==> config.mk <==
export PLATFORM = sky130hd
export DESIGN_NAME = drrip_tag_ctrl
export DESIGN_NICKNAME = d
export VERILOG_FILES = /design/src/rtl/drrip_tag_ctrl.sv
export SDC_FILE = /design/constraint.sdc
export NUM_CORES = 1
export LEC_CHECK = 0
export ABC_AREA = 0
export CAP_MARGIN = 20
export CORE_MARGIN = 8
export CORE_UTILIZATION = 57
export CTS_BUF_LIST = sky130_fd_sc_hd__clkbuf_2
export DETAILED_ROUTE_END_ITERATION = 6
export GPL_ROUTABILITY_DRIVEN = 1
export PLACE_DENSITY_LB_ADDON = 0.15
export SLEW_MARGIN = 20
export SYNTH_ARGS = -nofsm -noshare
export SYNTH_HDL_FRONTEND = slang
export SYNTH_SLANG_ARGS = --single-unit
==> constraint.sdc <==
create_clock -name clk -period 2.7 [get_ports clk]
set_input_delay 0.405 -clock clk [delete_from_list [all_inputs] [get_ports clk]]
set_output_delay 0.405 -clock clk [all_outputs]
set_load 0.01 [all_outputs]
==> src/rtl/drrip_tag_ctrl.sv <==
// Tag/valid owner in front of the DRRIP replacement engine: looks up CPU
// requests, reports hit/miss to the engine and fills the victim way on a miss.
module drrip_tag_ctrl #(
    parameter int NUM_WAYS        = 4,
    parameter int NUM_SETS        = 8,
    parameter int SET_INDEX_WIDTH = $clog2(NUM_SETS),
    parameter int TAG_WIDTH       = 8,
    parameter int TIMEOUT_CYCLES  = 64
) (
    input  logic                                 clk,
    input  logic                                 rst,
    input  logic                                 req_valid,
    output logic                                 req_ready,
    input  logic [TAG_WIDTH+SET_INDEX_WIDTH-1:0] req_addr,
    input  logic                                 flush,
    output logic                                 resp_valid,
    output logic                                 resp_hit,
    output logic [3:0]                           resp_way,
    output logic                                 resp_err,
    output logic                                 valid,
    output logic [SET_INDEX_WIDTH-1:0]           set_index,
    output logic [3:0]                           access_way,
    output logic                                 hit,
    output logic                                 miss,
    input  logic [3:0]                           victim_way,
    input  logic                                 victim_ready,
    output logic [15:0]                          hit_count,
    output logic [15:0]                          miss_count
);

    localparam int AW = TAG_WIDTH + SET_INDEX_WIDTH;
    localparam int WW = (NUM_WAYS > 1) ? $clog2(NUM_WAYS) : 1;
    localparam int TW = $clog2(TIMEOUT_CYCLES + 1);

    typedef enum logic [2:0] {
        IDLE,
        LOOKUP,
        HIT_NOTIFY,
        MISS_WAIT,
        RESP
    } state_t;

    state_t                         state_q, state_d;
    logic [TAG_WIDTH-1:0]           tag_q [NUM_SETS][NUM_WAYS];
    logic [TAG_WIDTH-1:0]           tag_d [NUM_SETS][NUM_WAYS];
    logic [NUM_WAYS-1:0]            vld_q [NUM_SETS];
    logic [NUM_WAYS-1:0]            vld_d [NUM_SETS];
    logic [TAG_WIDTH-1:0]           req_tag_q, req_tag_d;
    logic [SET_INDEX_WIDTH-1:0]     set_q, set_d;
    logic [3:0]                     way_q, way_d;
    logic [TW-1:0]                  timer_q, timer_d;
    logic                           flush_pend_q, flush_pend_d;
    logic                           ready_q, ready_d;
    logic                           valid_q, valid_d;
    logic                           hit_q, hit_d;
    logic                           miss_q, miss_d;
    logic [3:0]                     access_way_q, access_way_d;
    logic                           resp_valid_q, resp_valid_d;
    logic                           resp_hit_q, resp_hit_d;
    logic [3:0]                     resp_way_q, resp_way_d;
    logic                           resp_err_q, resp_err_d;
    logic [15:0]                    hit_cnt_q, hit_cnt_d;
    logic [15:0]                    miss_cnt_q, miss_cnt_d;

    logic                           match;
    logic [3:0]                     match_way;
    logic                           victim_ok;
    logic                           timed_out;

    // Descending scan so the lowest matching way wins.
    always_comb begin
        match     = 1'b0;
        match_way = 4'd0;
        for (int w = NUM_WAYS - 1; w >= 0; w--) begin
            if (vld_q[set_q][w] && (tag_q[set_q][w] == req_tag_q)) begin
                match     = 1'b1;
                match_way = 4'(w);
            end
        end
    end

    assign victim_ok = (32'(victim_way) < NUM_WAYS);
    assign timed_out = (timer_q == TW'(TIMEOUT_CYCLES - 1));

    always_comb begin
        state_d      = state_q;
        tag_d        = tag_q;
        vld_d        = vld_q;
        req_tag_d    = req_tag_q;
        set_d        = set_q;
        way_d        = way_q;
        timer_d      = timer_q;
        flush_pend_d = flush_pend_q | (flush && (state_q != IDLE));
        valid_d      = 1'b0;
        hit_d        = 1'b0;
        miss_d       = 1'b0;
        access_way_d = 4'd0;
        resp_valid_d = 1'b0;
        resp_hit_d   = 1'b0;
        resp_way_d   = 4'd0;
        resp_err_d   = 1'b0;
        hit_cnt_d    = hit_cnt_q;
        miss_cnt_d   = miss_cnt_q;

        unique case (state_q)
            IDLE: begin
                if (flush) begin
                    vld_d = '{default: '0};
                end else if (req_valid && ready_q) begin
                    req_tag_d = req_addr[AW-1:SET_INDEX_WIDTH];
                    set_d     = req_addr[SET_INDEX_WIDTH-1:0];
                    state_d   = LOOKUP;
                end
            end
            LOOKUP: begin
                valid_d = 1'b1;
                timer_d = '0;
                if (match) begin
                    way_d        = match_way;
                    hit_d        = 1'b1;
                    access_way_d = match_way;
                    state_d      = HIT_NOTIFY;
                end else begin
                    miss_d  = 1'b1;
                    state_d = MISS_WAIT;
                end
            end
            HIT_NOTIFY: begin
                if (hit_cnt_q != 16'hFFFF) hit_cnt_d = hit_cnt_q + 16'd1;
                resp_valid_d = 1'b1;
                resp_hit_d   = 1'b1;
                resp_way_d   = way_q;
                state_d      = RESP;
            end
            MISS_WAIT: begin
                if (victim_ready || timed_out) begin
                    if (miss_cnt_q != 16'hFFFF) miss_cnt_d = miss_cnt_q + 16'd1;
                    resp_valid_d = 1'b1;
                    state_d      = RESP;
                    // A ready victim takes priority over an expiring timer.
                    if (victim_ready && victim_ok) begin
                        tag_d[set_q][victim_way[WW-1:0]] = req_tag_q;
                        vld_d[set_q][victim_way[WW-1:0]] = 1'b1;
                        resp_way_d = victim_way;
                    end else begin
                        resp_err_d = 1'b1;
                    end
                end else begin
                    timer_d = timer_q + TW'(1);
                    valid_d = 1'b1;
                    miss_d  = 1'b1;
                end
            end
            RESP: begin
                state_d = IDLE;
                if (flush_pend_q || flush) begin
                    vld_d        = '{default: '0};
                    flush_pend_d = 1'b0;
                end
            end
            default: state_d = IDLE;
        endcase

        ready_d = (state_d == IDLE);
    end

    always_ff @(posedge clk or negedge rst) begin
        if (!rst) begin
            state_q      <= IDLE;
            tag_q        <= '{default: '0};
            vld_q        <= '{default: '0};
            req_tag_q    <= '0;
            set_q        <= '0;
            way_q        <= '0;
            timer_q      <= '0;
            flush_pend_q <= 1'b0;
            ready_q      <= 1'b0;
            valid_q      <= 1'b0;
            hit_q        <= 1'b0;
            miss_q       <= 1'b0;
            access_way_q <= '0;
            resp_valid_q <= 1'b0;
            resp_hit_q   <= 1'b0;
            resp_way_q   <= '0;
            resp_err_q   <= 1'b0;
            hit_cnt_q    <= '0;
            miss_cnt_q   <= '0;
        end else begin
            state_q      <= state_d;
            tag_q        <= tag_d;
            vld_q        <= vld_d;
            req_tag_q    <= req_tag_d;
            set_q        <= set_d;
            way_q        <= way_d;
            timer_q      <= timer_d;
            flush_pend_q <= flush_pend_d;
            ready_q      <= ready_d;
            valid_q      <= valid_d;
            hit_q        <= hit_d;
            miss_q       <= miss_d;
            access_way_q <= access_way_d;
            resp_valid_q <= resp_valid_d;
            resp_hit_q   <= resp_hit_d;
            resp_way_q   <= resp_way_d;
            resp_err_q   <= resp_err_d;
            hit_cnt_q    <= hit_cnt_d;
            miss_cnt_q   <= miss_cnt_d;
        end
    end

    // A same-cycle flush blocks acceptance, so ready must see it directly.
    assign req_ready  = ready_q & ~flush;
    assign resp_valid = resp_valid_q;
    assign resp_hit   = resp_hit_q;
    assign resp_way   = resp_way_q;
    assign resp_err   = resp_err_q;
    assign valid      = valid_q;
    assign set_index  = set_q;
    assign access_way = access_way_q;
    assign hit        = hit_q;
    assign miss       = miss_q;
    assign hit_count  = hit_cnt_q;
    assign miss_count = miss_cnt_q;

endmodule

Yosys cells after proc, flatten, opt, wreduce, memory -nomap -nowiden:

Index checks and enable logic that the tools add are counted.

* input port bits: 20
* register bits: 361
* word-level logic and storage cells: 167
* output and inout bits: 50

* add/subtract/negate cells: 3
* bitwise gates (word level): 6
* reduce and logical (&&, ||, !) cells: 24
* equality and inequality tests: 16
* $lt $le $gt $ge: 7
* multiplexer cells: 54

Operator list (number)
* bitwise mux 256 bit: 1
* 2-to-1 mux 32 bit: 7
* binary-select mux 32 bit (select 3 bit): 1
* demux 32 bit (select 3 bit): 1
* one-hot mux 32 bit (3 select lines): 1
* 2-to-1 mux 4 bit: 10
* adder 16 x 1 -> 16 bit (second input constant): 2
* equality test 8 bit: 4
* != test 16 bit (second input constant): 2
* bitwise OR 32 bit: 1
* 2-to-1 mux 1 bit: 17
* demux 8 bit (select 2 bit): 1
* one-hot mux 7 bit (2 select lines): 1
* binary-select mux 4 bit (select 3 bit): 1
* demux 4 bit (select 3 bit): 1
* one-hot mux 3 bit (4 select lines): 1
* logical AND 1 bit: 10
* != test 2 bit (second input constant): 5
* 2-to-1 mux 3 bit: 3
* AND reduction 3 bit: 3
* 2-to-1 mux 8 bit: 1
* one-hot mux 4 bit (2 select lines): 1
* adder 7 x 1 -> 7 bit (second input constant): 1
* equality test 7 x 6 -> 1 bit (second input constant): 1
* 25 further kinds: 33

Longest topological paths before layout:

Gate-level depths: netlist of run 1.

* depth after elaboration: 13
* depth in mapped cells: 12
* mapped depth without buffers: 7

Worst setup path before layout of run 1:

OpenSTA, ideal clock, no wires.

* path kind: register to register
* start: register set_q[0] (netlist: set_index[0])
* end: register state_q[0]
* required time: 2.553 ns
* cell stages (with the launch flop): 9
* buffers on the path: 1
* arrival time: 2.520 ns
* path slack: 0.033 ns
* period minus slack after synthesis: 2.667 ns
* setup time: 0.147 ns
* path through: dfrtp_1 -> buf_6 -> mux2_4 -> mux4_2 -> or4_4 -> a221oi_2 -> nand4_1 -> nand3_1 -> o211ai_1

* word-level cells in the longest chain between the ends: 12
* elaborated cells between the ends (all ways): 21
* classes of those cells: eq/ne (4); mux (12); bitwise (1); reduce/logical (4)

RTL lines
* start: declaration: RTL line 49 `logic [SET_INDEX_WIDTH-1:0] set_q, set_d;`
* start signal: assignment: RTL line 193 `set_q <= set_d;`
* inverter 3 -> 4 bit (implied by the code) *: RTL line 75 `if (vld_q[set_q][w] && (tag_q[set_q][w] == req_tag_q)) begin`
* binary-select mux 32 bit (select 3 bit): RTL line 75
* 2-to-1 mux 32 bit (implied by the code) (2 in series): RTL line 75
* equality test 8 bit: RTL line 75
* logical AND 1 bit: RTL line 75
* 2-to-1 mux 1 bit (3 in series): RTL line 75
* 2-to-1 mux 1 bit *: RTL line 75
* 2-to-1 mux 1 bit *: RTL line 118 `if (match) begin`
* one-hot mux 3 bit (4 select lines) *: RTL line 105 `unique case (state_q)`
* net state_d[0]: RTL line 43 `state_t state_q, state_d;`
* end signal: assignment: RTL line 189 `state_q <= state_d;`
* end: declaration: RTL line 43

The timed path passes the listed nets; every way through them passes the cells marked *. The select of a mux whose other input is x is not followed.
A chain may end at the register's enable or synchronous reset.

Worst setup path in the final report of run 1:

* start: register set_q[0] (netlist: set_index[0])
* end: register way_q[0]

* word-level cells in the longest chain between the ends: 11
* elaborated cells between the ends (all ways): 24
* classes of those cells: eq/ne (4); mux (14); bitwise (1); reduce/logical (5)

RTL lines
* inverter 3 -> 4 bit (implied by the code) *: RTL line 75
* binary-select mux 32 bit (select 3 bit): RTL line 75
* 2-to-1 mux 32 bit (implied by the code) (2 in series): RTL line 75
* equality test 8 bit: RTL line 75
* logical AND 1 bit: RTL line 75
* 2-to-1 mux 1 bit (4 in series): RTL line 75
* AND reduction 2 bit (no line)
* end signal: assignment: RTL line 194 `way_q <= way_d;`
* end: declaration: RTL line 50 `logic [3:0] way_q, way_d;`

Mark *: on every way between the ends. The rest lies on a longest branch, timed or not. The select of a mux whose other input is x is not followed.

==> reports/qor.csv, run 1 <==
metric,value,unit
io pins,70,
Synth area leaders,"dfrtp_1, mux2_2, mux4_2",
Setup crit end kind,register,
Sequential Area,8942,µm²
Setup WS post-layout,-0.07272,ns
cell taking the most area after synthesis,dfrtp_1,
routed len/inst,20.80,µm
Synth Instances,1246,
top cell type's share of synthesized area,0.5414,
run status,finished with violations,
synth cell count leaders,"dfrtp_1, mux2_2, nand2_1, nor2_1, a21oi_1",
number of synthesized register bits,357,
Setup Skew,0.1077,ns
Final Net Count,1494,
Cell Pwr Density,785.2,nW/µm²
Setup Viol. Count Final,7,
Initial DRC Count,817,
fin crit period,2.773,ns
RSZ-0062 raised after global routing,yes,
fmax,0.3607,GHz
grt ovf,0,
P_leak,9.512,nW
Setup Slack @ Placement,-0.3618,ns
crit share post-route,1.027,
Clock transition at path regs,0.10,ns
VDD IR max,0.4276,mV
"Hold Violations, Final",0,
largest net degree at the start of global routing,90,
chip height,186.1,µm
vias in the first global route,11370,
most numerous cell in the Yosys netlist,dfrtp_1,
number of fill cells,2111,
"Avg Cell Area, Syn",13.24,µm²
Core ar.,28630,µm²
total negative setup slack,-0.3531,ns
clk sinks,357,
P&R area growth vs syn,18.14,%
number of synthesized flops with an enable pin,0,
Initial Util,0.5764,
Vias per Instance,5.819,
layout cells sized above 1,0.4164,
Die Area,34650,µm²
I/O Buffers,67,
clock buffer depth,3,
Die Wd,186.1,µm
cts bufs inserted,90,
H-tree depth,3,
drt pass-1 iters,6,
Post-synth ARST share,1.000,
Netlist cell types,68,
CTS tree,yes,
CP Launch Type,register,
DP HPWL,26.45,mm
YS warnings,0,
first-pass GRT wire length,63.38,mm
max-slew violations,0,
Multi-input gate area,7269,µm²
via count,11120,
CP arrival,3.51,ns
# rows,62,
crit path max fanout,15,
worst-skew pair later-pin latency,0.91,ns
design area,19490,µm²
top_reg_cell synth,dfrtp_1,
Slew Limit Headroom,0.5727,
Final GP Congestion,0.8609,
CP required,3.44,ns
failing checks,negative setup slack,
initial antenna violation count,1,
Detailed Route WL,39.75,mm
Post-Syn Area,16500,µm²
GRT Util Overall,0.2351,
DRC,0,
Antenna Nets Post-Route,0,
Hold Crit Class,input pin to register,
max-cap violations,0,
Post-DP Area,18330,µm²
sequential share of the synthesized area,0.5414,
Slew @ Worst Pin,0.6375,ns
crit path kind,register to register,
CTS root buf,clkbuf_2,
worst paths after layout:
check	start	endpoint	slack, ns	cells past startpoint
worst min register to register	tag_q[59]	tag_q[59]	0.49	2
worst max register to register	set_index[0]	way_q[0]	-0.07	12
max in group asynchronous	rst	tag_q[105]	1.32	5
worst min-delay path	req_addr[10]	req_tag_q[7]	0.11	2
worst max-delay path	set_index[0]	way_q[0]	-0.07	12
min in group asynchronous	rst	tag_q[57]	0.54	3
cells in the final DEF, fill, tap and decap left out, types with 8 or more instances in the layout:
cell type / synthesis / routed
dfrtp_1: 357 / 354
mux2_2: 265 / 265
clkbuf_2: 0 / 125
buf_4: 6 / 117
clkdlybuf4s50_1: 0 / 65
nor2_1: 63 / 63
nand2_1: 66 / 62
a21oi_1: 51 / 49
mux4_2: 46 / 46
mux2i_1: 36 / 36
xnor2_1: 35 / 35
xor2_1: 20 / 20
o21ai_0: 19 / 19
nand3_1: 18 / 17
buf_12: 0 / 16
clkinv_1: 1 / 13
nand4_1: 13 / 13
nor2b_1: 12 / 12
and3_1: 12 / 11
and2_1: 10 / 9
inv_1: 8 / 8
a22oi_1: 8 / 8
and4_1: 8 / 8
buf_6: 3 / 8
power by group:
group | internal, W | switching (W) | total, W
combinational | 0.00260 | 0.00304 | 0.00565
sequential | 0.00572 | 0.000563 | 0.00629
clock | 0.00124 | 0.00213 | 0.00337
cell families after synthesis:
kind of cell	Yosys count	synth area share
buffers and inverters	92	0.02517
multiplexers	350	0.2680
adder cells (fa/ha/maj)	3	0.002275
AO/OA/AOI/OAI	128	0.04929
other	1	0.0002273
AND/OR/NAND/NOR	260	0.08447
XOR/XNOR	55	0.02919
flip-flops	357	0.5414
timing repair:
action / in CTS / in global routing
cloned: 1 / 0
endpoints found under the hold margin: 342 / 0
gates resized for setup: 11 / 22
pin swaps: 4 / 13
buffers inserted: 5 / 20
hold buffers: 3 / 0
endpoints found under the setup margin: 10 / 42
layer usage:
metal	wire length (µm)	GRT usage	up-vias
met1	17920	0.3279	5718
met4	912	0.08638	0
met5	0	0	-
li1	-	-	5014
met3	2242	0.04662	65
met2	18670	0.3637	323
cell type report:
| class | instances | area share |
|---|---|---|
| Antenna cell | 2 | 0.0002567 |
| Clock buffer | 125 | 0.03209 |
| Clock inverter | 21 | 0.005199 |
| Inverter | 9 | 0.001733 |
| Multi-Input combinational cell | 800 | 0.3729 |
| Sequential cell | 357 | 0.4587 |
| Tap cell | 384 | 0.02465 |
| Timing Repair Buffer | 213 | 0.1044 |
registers in the layout (all words and copies together) (netlist names), 2 cells and up:
| register | flops |
|---|---|
| set_index | 3 |
| hit_count | 16 |
| access_way | 2 |
| state_q | 3 |
| req_tag_q | 8 |
| tag_q | 256 |
| way_q | 2 |
| miss_count | 16 |
| resp_way | 4 |
| timer_q | 7 |
| vld_q | 32 |
critical path: stages (launching register included):
cell     delay [ns]
dfrtp_4        0.51
buf_8          0.15
buf_12         0.15
buf_12         0.11
mux4_2         0.47
mux2i_1        0.21
xnor2_1        0.11
nor4_1         0.28
buf_4          0.17
nand3_1        0.06
buf_4          0.19
mux2i_1        0.18
nor3b_2        0.06
metrics by stage:
step / utilization / total power (W) / hold WS (ns) / std cells
CTS: 0.6715 / 0.01508 / 0.03068 / 1889
detailed placement: 0.6403 / 0.01143 / 0.3386 / 1734
global route: 0.6810 / 0.01614 / 0.03247 / 1911
floorplan: - / 0.009150 / 0.1094 / 1249
finish: 0.6810 / 0.01531 / 0.1129 / 1911
global placement: 0.6403 / 0.01138 / 0.3397 / 1734
(Power assumes the default switching activity.)
==> run 2: changes to the inputs <==
Settings changed: CORE_MARGIN 8 to default.
==> run 2 against run 1 <==
The run still ends with negative setup slack left. Clock power is 6% higher. Final area is 0.33% higher. Maximum frequency is 1.1% lower. Worst setup slack worse by 0.029 ns. Global-route usage is 4.9 points higher. Sequential share of layout area is 0.15 points lower. Critical endpoint is now hit. Largest power group unchanged.
==> reports/qor.csv, run 2 (synthesized netlist as in run 1, its figures left out) <==
metric,value,unit
run status,finished with violations,
failing checks,negative setup slack,
worst-skew pair later-pin latency,0.89,ns
Core ar.,28160,µm²
DP HPWL,26.32,mm
Die Area,29630,µm²
VDD IR max,0.4657,mV
GRT met3 Usage,0.05562,
Antenna Nets Post-Route,0,
CP required,3.47,ns
crit path kind,register to register,
drt pass-1 iters,5,
Setup Skew,0.05910,ns
via count,11280,
grt ovf,0,
fmax,0.3569,GHz
critical path's top delay family,multiplexers,
RSZ-0062 raised after global routing,yes,
Comb pwr share,0.366,
P_leak,9.548,nW
Initial DRC Count,650,
CP Launch Type,register,
design area,19560,µm²
P&R area growth vs syn,18.52,%
register with the most flip-flops,tag_q,
I/O Buffers,67,
Setup WS post-layout,-0.1022,ns
CTS tree,yes,
P_int,0.009836,W
hold_ws,0.05630,ns
Hold Crit Class,input pin to async pin,
Slew @ Worst Pin,1.031,ns
Clock transition at path regs,0.12,ns
GRT Util Overall,0.2837,
Psw,0.005754,W
total negative setup slack,-0.5625,ns
initial antenna violation count,1,
max incr delay on CP,0.55,ns
biggest regs,"tag_q x256, vld_q x32",
layout cells sized above 1,0.4155,
clock buffer depth,3,
largest net degree at the start of global routing,76,
r2r endpoint,hit,
fin crit period,2.802,ns
Vias per Instance,5.920,
# rows,61,
# placed instances,1740,
clk sinks,357,
cts bufs inserted,90,
Final GP Congestion,0.8383,
CTS root buf,clkbuf_2,
Final Net Count,1492,
routed len/inst,20.77,µm
Non-Filler Instances,1905,
"commonest non-fill, non-tap cells in the layout","dfrtp_1, mux2_2, clkbuf_2",
slowest library cell on the worst path,dfrtp_4,
FF-to-FF setup slack,-0.10,ns
busiest layer in global routing,met2,
max-slew violations,0,
grt met2 use,0.4458,
Slew Limit Headroom,0.3130,
R2R depth,8,
DRC,0,
CP arrival,3.57,ns
Setup crit end kind,register,
Post-DP Area,18440,µm²
Setup Viol. Count Final,6,
Initial Util,0.5859,
"most common cell after layout, fill and taps aside",dfrtp_1,
number of fill cells,2066,
number of flip-flops in the largest register,256,
crit path cell chain,buf_6 -> mux2_4 -> mux4_2 -> or4_4 -> a221oi_2 -> nand4_1 -> buf_4 -> a31oi_1,
GRT met1 Usage,0.3831,
Detailed Route WL,39.57,mm
io pins,70,
first-pass GRT wire length,63.20,mm
chip height,172.1,µm
max-cap violations,0,
H-tree depth,3,
crit share post-route,1.038,
Die Wd,172.1,µm
clock network power share,0.228,
"Hold Violations, Final",0,
vias in the first global route,11630,
WP buf/inv,2,
crit path max fanout,4,
Cell Pwr Density,797.1,nW/µm²
Reg-to-Reg Start,set_index[0],
switch share,0.3691,
sequential power share,0.406,
==> run 2: cell count changes in the layout (fill, tap and decap cells not counted), moves of 3 or more <==
cell      before  now
clkbuf_2     125  130
clkinv_2       4    0
nand2_1       62   66
nand2_2        4    0
buf_6          8    5
nor2_1        63   60
==> run 2: layout make-up <==
cell class	count	area, µm²	share of cell area
Clock buffer	130	650.6	0.03327
Clock inverter	19	127.6	0.006525
Sequential cell	357	8942	0.4572
Inverter	9	33.78	0.001727
Timing Repair Buffer	211	2071	0.1059
Multi-Input combinational cell	800	7257	0.3711
Antenna cell	1	2.502	0.0001280
Tap cell	378	473.0	0.02418
==> run 2: power groups by stage <==
stage	clock (W)	sequential (W)	combinational, W
2_1_floorplan	0	0.00607	0.00308
3_3_place_gp	0	0.00644	0.00504
3_5_place_dp	0	0.00645	0.00510
4_1_cts	0.00368	0.00631	0.00558
5_1_grt	0.00395	0.00636	0.00606
6_report	0.00356	0.00632	0.00571
==> run 2: metrics by stage <==
| step | utilization | setup WS [ns] | total power [W] |
|---|---|---|---|
| finish | 0.6944 | -0.1022 | 0.01559 |
| floorplan | - | 0.03280 | 0.009150 |
| CTS | 0.6912 | -0.04734 | 0.01557 |
| global route | 0.6944 | -0.1689 | 0.01637 |
| global placement | 0.6546 | -0.07365 | 0.01149 |
| detailed placement | 0.6546 | -0.1356 | 0.01155 |
==> run 2: how the worst max path moves through the flow <==
| stage | from | end | slack (ns) | depth (start not counted) |
|---|---|---|---|---|
| floorplan | set_index[0] | state_q[0] | 0.03 | 8 |
| global placement | set_index[0] | state_q[0] | -0.07 | 7 |
| detailed placement | set_index[0] | state_q[0] | -0.14 | 7 |
| CTS | set_index[0] | hit | -0.05 | 8 |
| global route | set_index[0] | hit | -0.17 | 8 |
| finish | set_index[0] | hit | -0.10 | 8 |
==> run 2: routing by layer <==
layer | part of all wire | wire length [µm] | up-vias
li1 | - | - | 5004
met1 | 0.43 | 17090 | 5763
met2 | 0.47 | 18790 | 407
met3 | 0.058 | 2300 | 103
met4 | 0.035 | 1383 | 0
met5 | 0 | 0 | -
==> run 2: timing repair <==
action	CTS	global route
pin swaps	17	9
gates resized for setup	15	18
gates cloned	2	0
endpoints found under the setup margin	9	8
setup buffers	13	1
endpoints found under the hold margin	225	0
hold buffers	1	0
